File: src/rtl/alu_pkg.sv
// Shared definitions for the serial ALU front-end: data width,
// ALU opcode encodings and sequencer state codes.
package alu_pkg;

   localparam int unsigned DATA_W = 8;

   typedef enum logic [1:0] {
      OP_ADD = 2'd0,
      OP_SUB = 2'd1,
      OP_AND = 2'd2,
      OP_OR  = 2'd3
   } alu_op_e;

   localparam logic [2:0] S_A    = 3'd0;
   localparam logic [2:0] S_B    = 3'd1;
   localparam logic [2:0] S_OP   = 3'd2;
   localparam logic [2:0] S_EXEC = 3'd3;
   localparam logic [2:0] S_OUT  = 3'd4;

   // Byte-input stages are the only states that take a byte.
   function automatic logic takes_byte(input logic [2:0] st);
      return (st == S_A) || (st == S_B) || (st == S_OP);
   endfunction

endpackage

File: src/rtl/alu_op_sequencer_if.sv
// Byte-in / result-out handshake bundle for alu_op_sequencer.
// master = stream producer/consumer, slave = sequencer.
interface alu_op_sequencer_if;
   import alu_pkg::*;

   logic [DATA_W-1:0] in_data;
   logic              in_valid;
   logic              in_ready;
   logic [DATA_W-1:0] res_data;
   logic              res_valid;
   logic              res_ready;

   modport master (
      output in_data,
      output in_valid,
      input  in_ready,
      input  res_data,
      input  res_valid,
      output res_ready
   );

   modport slave (
      input  in_data,
      input  in_valid,
      output in_ready,
      output res_data,
      output res_valid,
      input  res_ready
   );

endinterface

File: src/rtl/alu_op_sequencer.sv
// Serial A/B/opcode loader and result holder in front of alu_8bits.
// Define ALU_SEQ_ACCUM_EN to chain a result back into operand A.
module alu_op_sequencer
   import alu_pkg::*;
#(
   parameter int unsigned EXEC_CYCLES = 1,
   parameter int unsigned CNT_W       = 8
) (
   input  logic              clk,
   input  logic              rst,
   alu_op_sequencer_if.slave bus,
   input  logic              abort,
   output logic [DATA_W-1:0] alu_a,
   output logic [DATA_W-1:0] alu_b,
   output logic [1:0]        alu_s,
   input  logic [DATA_W-1:0] alu_result,
   output logic              busy,
   output logic [CNT_W-1:0]  op_count
);

   localparam logic [3:0] EXEC_LAST = 4'(EXEC_CYCLES);
   localparam logic [CNT_W-1:0] CNT_ONE =
      {{(CNT_W-1){1'b0}}, 1'b1};

   logic [2:0]        state_q, state_d;
   logic [3:0]        cnt_q, cnt_d;
   logic [DATA_W-1:0] a_q, a_d;
   logic [DATA_W-1:0] b_q, b_d;
   logic [1:0]        s_q, s_d;
   logic [DATA_W-1:0] res_q, res_d;
   logic              vld_q, vld_d;
   logic [CNT_W-1:0]  ops_q, ops_d;

   logic in_rdy;
   logic xfer;
   logic accept;
   logic exec_done;

`ifdef ALU_SEQ_ACCUM_EN
   logic chain_q, chain_d;
   logic unused_op_bits;
   assign unused_op_bits = ^bus.in_data[6:2];
`else
   logic unused_op_bits;
   assign unused_op_bits = ^bus.in_data[7:2];
`endif

   assign in_rdy    = takes_byte(state_q);
   assign xfer      = bus.in_valid & in_rdy;
   assign accept    = (state_q == S_OUT) & bus.res_ready;
   assign exec_done = (cnt_q + 4'd1) == EXEC_LAST;

   always_comb begin
      state_d = state_q;
      cnt_d   = cnt_q;
      a_d     = a_q;
      b_d     = b_q;
      s_d     = s_q;
      res_d   = res_q;
      vld_d   = vld_q;
      ops_d   = ops_q;
`ifdef ALU_SEQ_ACCUM_EN
      chain_d = chain_q;
`endif

      unique case (1'b1)
         state_q == S_A: begin
            if (xfer) begin
               a_d     = bus.in_data;
               state_d = S_B;
            end
         end
         state_q == S_B: begin
            if (xfer) begin
               b_d     = bus.in_data;
               state_d = S_OP;
            end
         end
         state_q == S_OP: begin
            if (xfer) begin
               s_d     = bus.in_data[1:0];
               cnt_d   = 4'd0;
               state_d = S_EXEC;
`ifdef ALU_SEQ_ACCUM_EN
               chain_d = bus.in_data[7];
`endif
            end
         end
         state_q == S_EXEC: begin
            cnt_d = cnt_q + 4'd1;
            if (exec_done) begin
               res_d   = alu_result;
               vld_d   = 1'b1;
               state_d = S_OUT;
            end
         end
         state_q == S_OUT: begin
            if (accept) begin
               vld_d   = 1'b0;
               ops_d   = ops_q + CNT_ONE;
               state_d = S_A;
`ifdef ALU_SEQ_ACCUM_EN
               // Chained result becomes operand A; next byte is B.
               if (chain_q) begin
                  a_d     = res_q;
                  state_d = S_B;
               end
`endif
            end
         end
         default: begin
            state_d = S_A;
         end
      endcase

      // Abort cancels any load or accept made this cycle.
      if (abort) begin
         state_d = S_A;
         vld_d   = 1'b0;
         a_d     = a_q;
         b_d     = b_q;
         s_d     = s_q;
         res_d   = res_q;
         ops_d   = ops_q;
`ifdef ALU_SEQ_ACCUM_EN
         chain_d = 1'b0;
`endif
      end
   end

   always_ff @(posedge clk) begin
      if (rst) begin
         state_q <= S_A;
         cnt_q   <= 4'd0;
         a_q     <= '0;
         b_q     <= '0;
         s_q     <= 2'd0;
         res_q   <= '0;
         vld_q   <= 1'b0;
         ops_q   <= '0;
      end else begin
         state_q <= state_d;
         cnt_q   <= cnt_d;
         a_q     <= a_d;
         b_q     <= b_d;
         s_q     <= s_d;
         res_q   <= res_d;
         vld_q   <= vld_d;
         ops_q   <= ops_d;
      end
   end

`ifdef ALU_SEQ_ACCUM_EN
   always_ff @(posedge clk) begin
      if (rst) begin
         chain_q <= 1'b0;
      end else begin
         chain_q <= chain_d;
      end
   end
`endif

   assign bus.in_ready  = in_rdy;
   assign bus.res_data  = res_q;
   assign bus.res_valid = vld_q;
   assign alu_a         = a_q;
   assign alu_b         = b_q;
   assign alu_s         = s_q;
   assign busy          = (state_q != S_A);
   assign op_count      = ops_q;

endmodule
File: src/flat_wrapper.sv
// flat-port wrapper written by rule: the top's interface ports become plain ports
module alu_op_sequencer_flat import alu_pkg::*;
#(
   parameter int unsigned EXEC_CYCLES = 1,
   parameter int unsigned CNT_W       = 8
)
  (clk, rst, abort, alu_a, alu_b, alu_s, alu_result, busy, op_count, bus_in_data, bus_in_valid, bus_in_ready, bus_res_data, bus_res_valid, bus_res_ready);
  alu_op_sequencer_if bus_i ();
  input  logic clk;
  input  logic rst;
  input  logic abort;
  output logic [DATA_W-1:0] alu_a;
  output logic [DATA_W-1:0] alu_b;
  output logic [1:0] alu_s;
  input  logic [DATA_W-1:0] alu_result;
  output logic busy;
  output logic [CNT_W-1:0] op_count;
  input wire logic [$bits(bus_i.in_data)-1:0] bus_in_data;
  input wire logic [$bits(bus_i.in_valid)-1:0] bus_in_valid;
  output wire logic [$bits(bus_i.in_ready)-1:0] bus_in_ready;
  output wire logic [$bits(bus_i.res_data)-1:0] bus_res_data;
  output wire logic [$bits(bus_i.res_valid)-1:0] bus_res_valid;
  input wire logic [$bits(bus_i.res_ready)-1:0] bus_res_ready;
  assign bus_i.in_data = bus_in_data;
  assign bus_i.in_valid = bus_in_valid;
  assign bus_in_ready = bus_i.in_ready;
  assign bus_res_data = bus_i.res_data;
  assign bus_res_valid = bus_i.res_valid;
  assign bus_i.res_ready = bus_res_ready;
  alu_op_sequencer #(.EXEC_CYCLES(EXEC_CYCLES), .CNT_W(CNT_W)) u_core (.clk(clk), .rst(rst), .bus(bus_i), .abort(abort), .alu_a(alu_a), .alu_b(alu_b), .alu_s(alu_s), .alu_result(alu_result), .busy(busy), .op_count(op_count));
endmodule
File: config.mk
export PLATFORM = sky130hd
export DESIGN_NAME = alu_op_sequencer_flat
export DESIGN_NICKNAME = d
export VERILOG_FILES = /design/src/rtl/alu_pkg.sv /design/src/rtl/alu_op_sequencer_if.sv /design/src/rtl/alu_op_sequencer.sv /design/src/flat_wrapper.sv
export SDC_FILE = /design/constraint.sdc
export NUM_CORES = 1
export LEC_CHECK = 0
export ABC_AREA = 1
export BUFFER_PORTS_ARGS = -buffer_cell sky130_fd_sc_hd__buf_4
export CAP_MARGIN = 20
export CORE_AREA = 2 2 65 67
export DETAILED_ROUTE_END_ITERATION = 8
export DIE_AREA = 0 0 67 69
export PLACE_DENSITY = 0.87
export SKIP_CTS_REPAIR_TIMING = 1
export SYNTH_ARGS = -nofsm -noshare
export SYNTH_HDL_FRONTEND = slang
export SYNTH_SLANG_ARGS = --single-unit
File: constraint.sdc
create_clock -name clk -period 1.7 [get_ports clk]
set_clock_uncertainty 0.15 [all_clocks]
set_input_delay 0 -clock clk [delete_from_list [all_inputs] [get_ports clk]]
set_output_delay 0 -clock clk [all_outputs]
set_load 0.01 [all_outputs]
==> impl_metrics.csv <==
group,metric,value,unit
run_status,status,"complete, no violations",
cells_and_area,layoutNonFillerInstCount,403,
floorplanning,die_width,67,um
cells_and_area,layout.core_utilization,68.3,%
pwr,worst_vdd_ir,0.000642,V
cells_and_area,fillerInstances,326,
yosys,synth_seq_area_share,44.7,%
yosys,post_synth_num_cell_types,21,
route,routed_length_per_instance,12.3,um
pwr,combinationalPowerShare,10.1,%
route,drc_errors,0,
sta,setup-violations-final,0,
route,postRouteWirelength,4940,um
setup_path,timing.critical_path.slowest_stage_cell,"dfxtp_2",
floorplanning,io-pin-count,58,
floorplanning,core_area,0.00391,mm2
floorplanning,fp.dieArea,0.00462,mm2
clock_tree,cts_buffer_depth,2,
setup_path,critPathCaptureType,"flop",
place,numPortBuffers,57,
pwr,total_switching_power,0.000453,W
pwr,p_seq_share,50.8,%
floorplanning,start_util,48.0,%
cells_and_area,insertedDiodeCount,0,
place,dp_cells,374,
yosys,mappedNetlistArea,0.00188,mm2
cells_and_area,post-route-cell-area,0.00267,mm2
yosys,synth-warning-count,0,
setup_path,cp.required,1.75,ns
sta,slew_headroom,76.6,%
yosys,postSynthRegisterBits,42,
pwr,power.clock.fraction,39.1,%
sta,worstMarginPinSlew,0.350,ns
clock_tree,later_pin_clock_latency_in_the_skew_report,0.30,ns
cells_and_area,area_growth_syn_to_layout,42.2,%
sta,timing.final.hold_violations,0,
setup_path,timing.critical_path.from_type,"flop",
cells_and_area,layout_common_cells,"61 x buf_4, 60 x nor2_1, 52 x nand2_1",
sta,max_freq,634,MHz
setup_path,critical-path-top-delay-family,"simple AND/OR/NAND/NOR gates",
cells_and_area,final_common_cell,"buf_4",
grt,initial_antenna_violation_count,0,
cells_and_area,drive_gt1_share,23.8,%
place,globalplace.congestion,0.827,
pwr,netSwitchingFraction,22.6,%
sta,share_of_the_clock_period_used_by_the_worst_path,92.7,%
clock_tree,clock_sinks,42,
route,drt-pass1-iter-count,4,
route,vias,1963,
route,drt_first_iter_violations,113,
grt,grt_util_overall,20.2,%
setup_path,cp.buffers_inverters,2,
job,timing.max_cap.violations,0,
clock_tree,h-tree-depth,2,
floorplanning,die_y,69,um
clock_tree,cts_root_buf,"clkbuf_8",
sta,report.final.slew_viol_count,0,
setup_path,worst-setup-path-type,"flop to flop",
pwr,leakagePower,1.28,nW
grt,grt_first_pass_wirelength,7250,um
clock_tree,cts_tree,"yes",
clock_tree,tritoncts.num_buffers,5,
setup_path,crit_path_max_incr_delay,0.38,ns
route,postRouteAntennaNets,0,
yosys,synth.net_count,294,
sta,hold_ws,0.323,ns
setup_path,critical_path_cell_sequence,"ha_1 -> inv_1 -> nand2_1 -> nand2_1 -> nor2_2 -> nand2_2 -> inv_2 -> nand2_4 -> nor2_1 -> nor2_1",
sta,min_period,1.58,ns
sta,grt_setup_unrepaired,"no",
grt,largest_net_degree_at_the_start_of_global_routing,17,
route,drt-vias-per-instance,4.87,
setup_path,path_max_fanout,16,
clock_tree,clock_transition_at_the_register_clock_pins_on_the_worst_setup_and_hold_paths_after_cts,0.08,ns
sta,finalSetupTns,0,ns
floorplanning,std_cell_rows,23,
setup_path,critPathArrivalTime,1.62,ns
grt,grt_remaining_overflow,0,
cells_and_area,fin_nets,376,
hold_path,min-delay-path-class,"input pin to flop",
place,sum_of_net_half_perimeters_after_detailed_placement,3150,um
yosys,synthesis.area_per_instance,6.96,um2
pwr,power_per_standard_cell_area,751,mW/mm2
place,cell_area_after_placement,0.00235,mm2
pwr,cellInternalPower,0.00155,W
grt,grt_pass1_vias,1686,
yosys,post_synth_inst_count,270,
==> layout make-up <==
class	count	area, um2	area share, %
Inverter	38	143	5.34
Timing Repair Buffer	81	658	24.6
Clock buffer	7	76.3	2.86
Multi-Input combinational cell	184	860	32.2
Sequential cell	42	843	31.6
Tap cell	50	62.6	2.34
Clock inverter	1	30.0	1.12
==> registers in the layout, indices dropped and copies added, names as in the netlist <==
signal / count
u_core.bus.res_valid: 1
u_core.state_q: 3
u_core.op_count: 8
u_core.alu_s: 2
u_core.bus.res_data: 8
u_core.alu_a: 8
u_core.alu_b: 8
u_core.cnt_q: 4
==> worst paths after layout <==
kind	startpoint	to	slack, ns	cells past startpoint
setup / recovery	u_core.cnt_q[1]$_SDFFE_PP0P_	u_core.bus.res_data[2]$_SDFFE_PP0P_	0.12	10
hold / removal	alu_result[4]	u_core.bus.res_data[4]$_SDFFE_PP0P_	0.32	4
setup reg to reg	u_core.cnt_q[1]$_SDFFE_PP0P_	u_core.bus.res_data[2]$_SDFFE_PP0P_	0.12	10
hold reg to reg	u_core.alu_s[1]$_SDFFE_PP0P_	u_core.alu_s[1]$_SDFFE_PP0P_	0.33	2
==> power by group through the flow <==
stage          sequential [W]  combinational, W  clock [W]
2_1_floorplan         0.00105         0.0000642          0
3_3_place_gp          0.00104          0.000159          0
3_5_place_dp          0.00104          0.000161          0
4_1_cts               0.00102          0.000162   0.000794
5_1_grt               0.00102          0.000222   0.000824
6_report              0.00102          0.000203   0.000785
==> cell usage after synthesis <==
master	count	share of area, %
clkbuf_1	3	0.60
o21ai_0	20	5.3
nor2_1	60	12
nand3_1	11	2.9
inv_1	36	7.2
a21oi_1	16	4.3
nor3_1	1	0.27
nor2_2	6	2.0
inv_2	2	0.40
nand2_1	52	10
nor3_4	1	0.87
nand2_4	1	0.60
nand2_2	2	0.67
a31oi_1	2	0.67
nand3_2	3	1.6
nand4_1	5	1.7
ha_1	3	2.0
clkbuf_4	1	0.40
dfxtp_1	42	45
o21ai_1	1	0.27
buf_6	2	1.2
==> through the flow <==
step / total power [W] / setup WS (ns)
2_1_floorplan: 0.00111 / 0.234
3_3_place_gp: 0.00120 / 0.141
3_5_place_dp: 0.00120 / 0.131
4_1_cts: 0.00197 / 0.109
5_1_grt: 0.00207 / 0.00470
6_report: 0.00201 / 0.124
==> tightest hold or removal path: stages <==
cell and delay [ns]:
dlygate4sd3_1 0.53, buf_4 0.10, nor2_1 0.03, nor2_1 0.08
==> kinds of logic (layout without fill, tap and decap cells) <==
group,count (synthesis),count (layout),synth area share (%)
and+or+nand+nor,142,142,33.0
buffers and inverters,44,127,9.79
AOI/OAI and AO/OA,39,39,10.5
DFF,42,42,44.7
adders and majority gates,3,3,2.00
==> per-layer routing <==
layer  GRT usage, %  vias up  share of wire, %
li1               -     1000                 -
met5              0        -                 0
met2           33.4       56                52
met3           5.38       11               5.1
met1           24.1      896                41
met4           8.62        0               2.5
(Power assumes the default switching activity.)
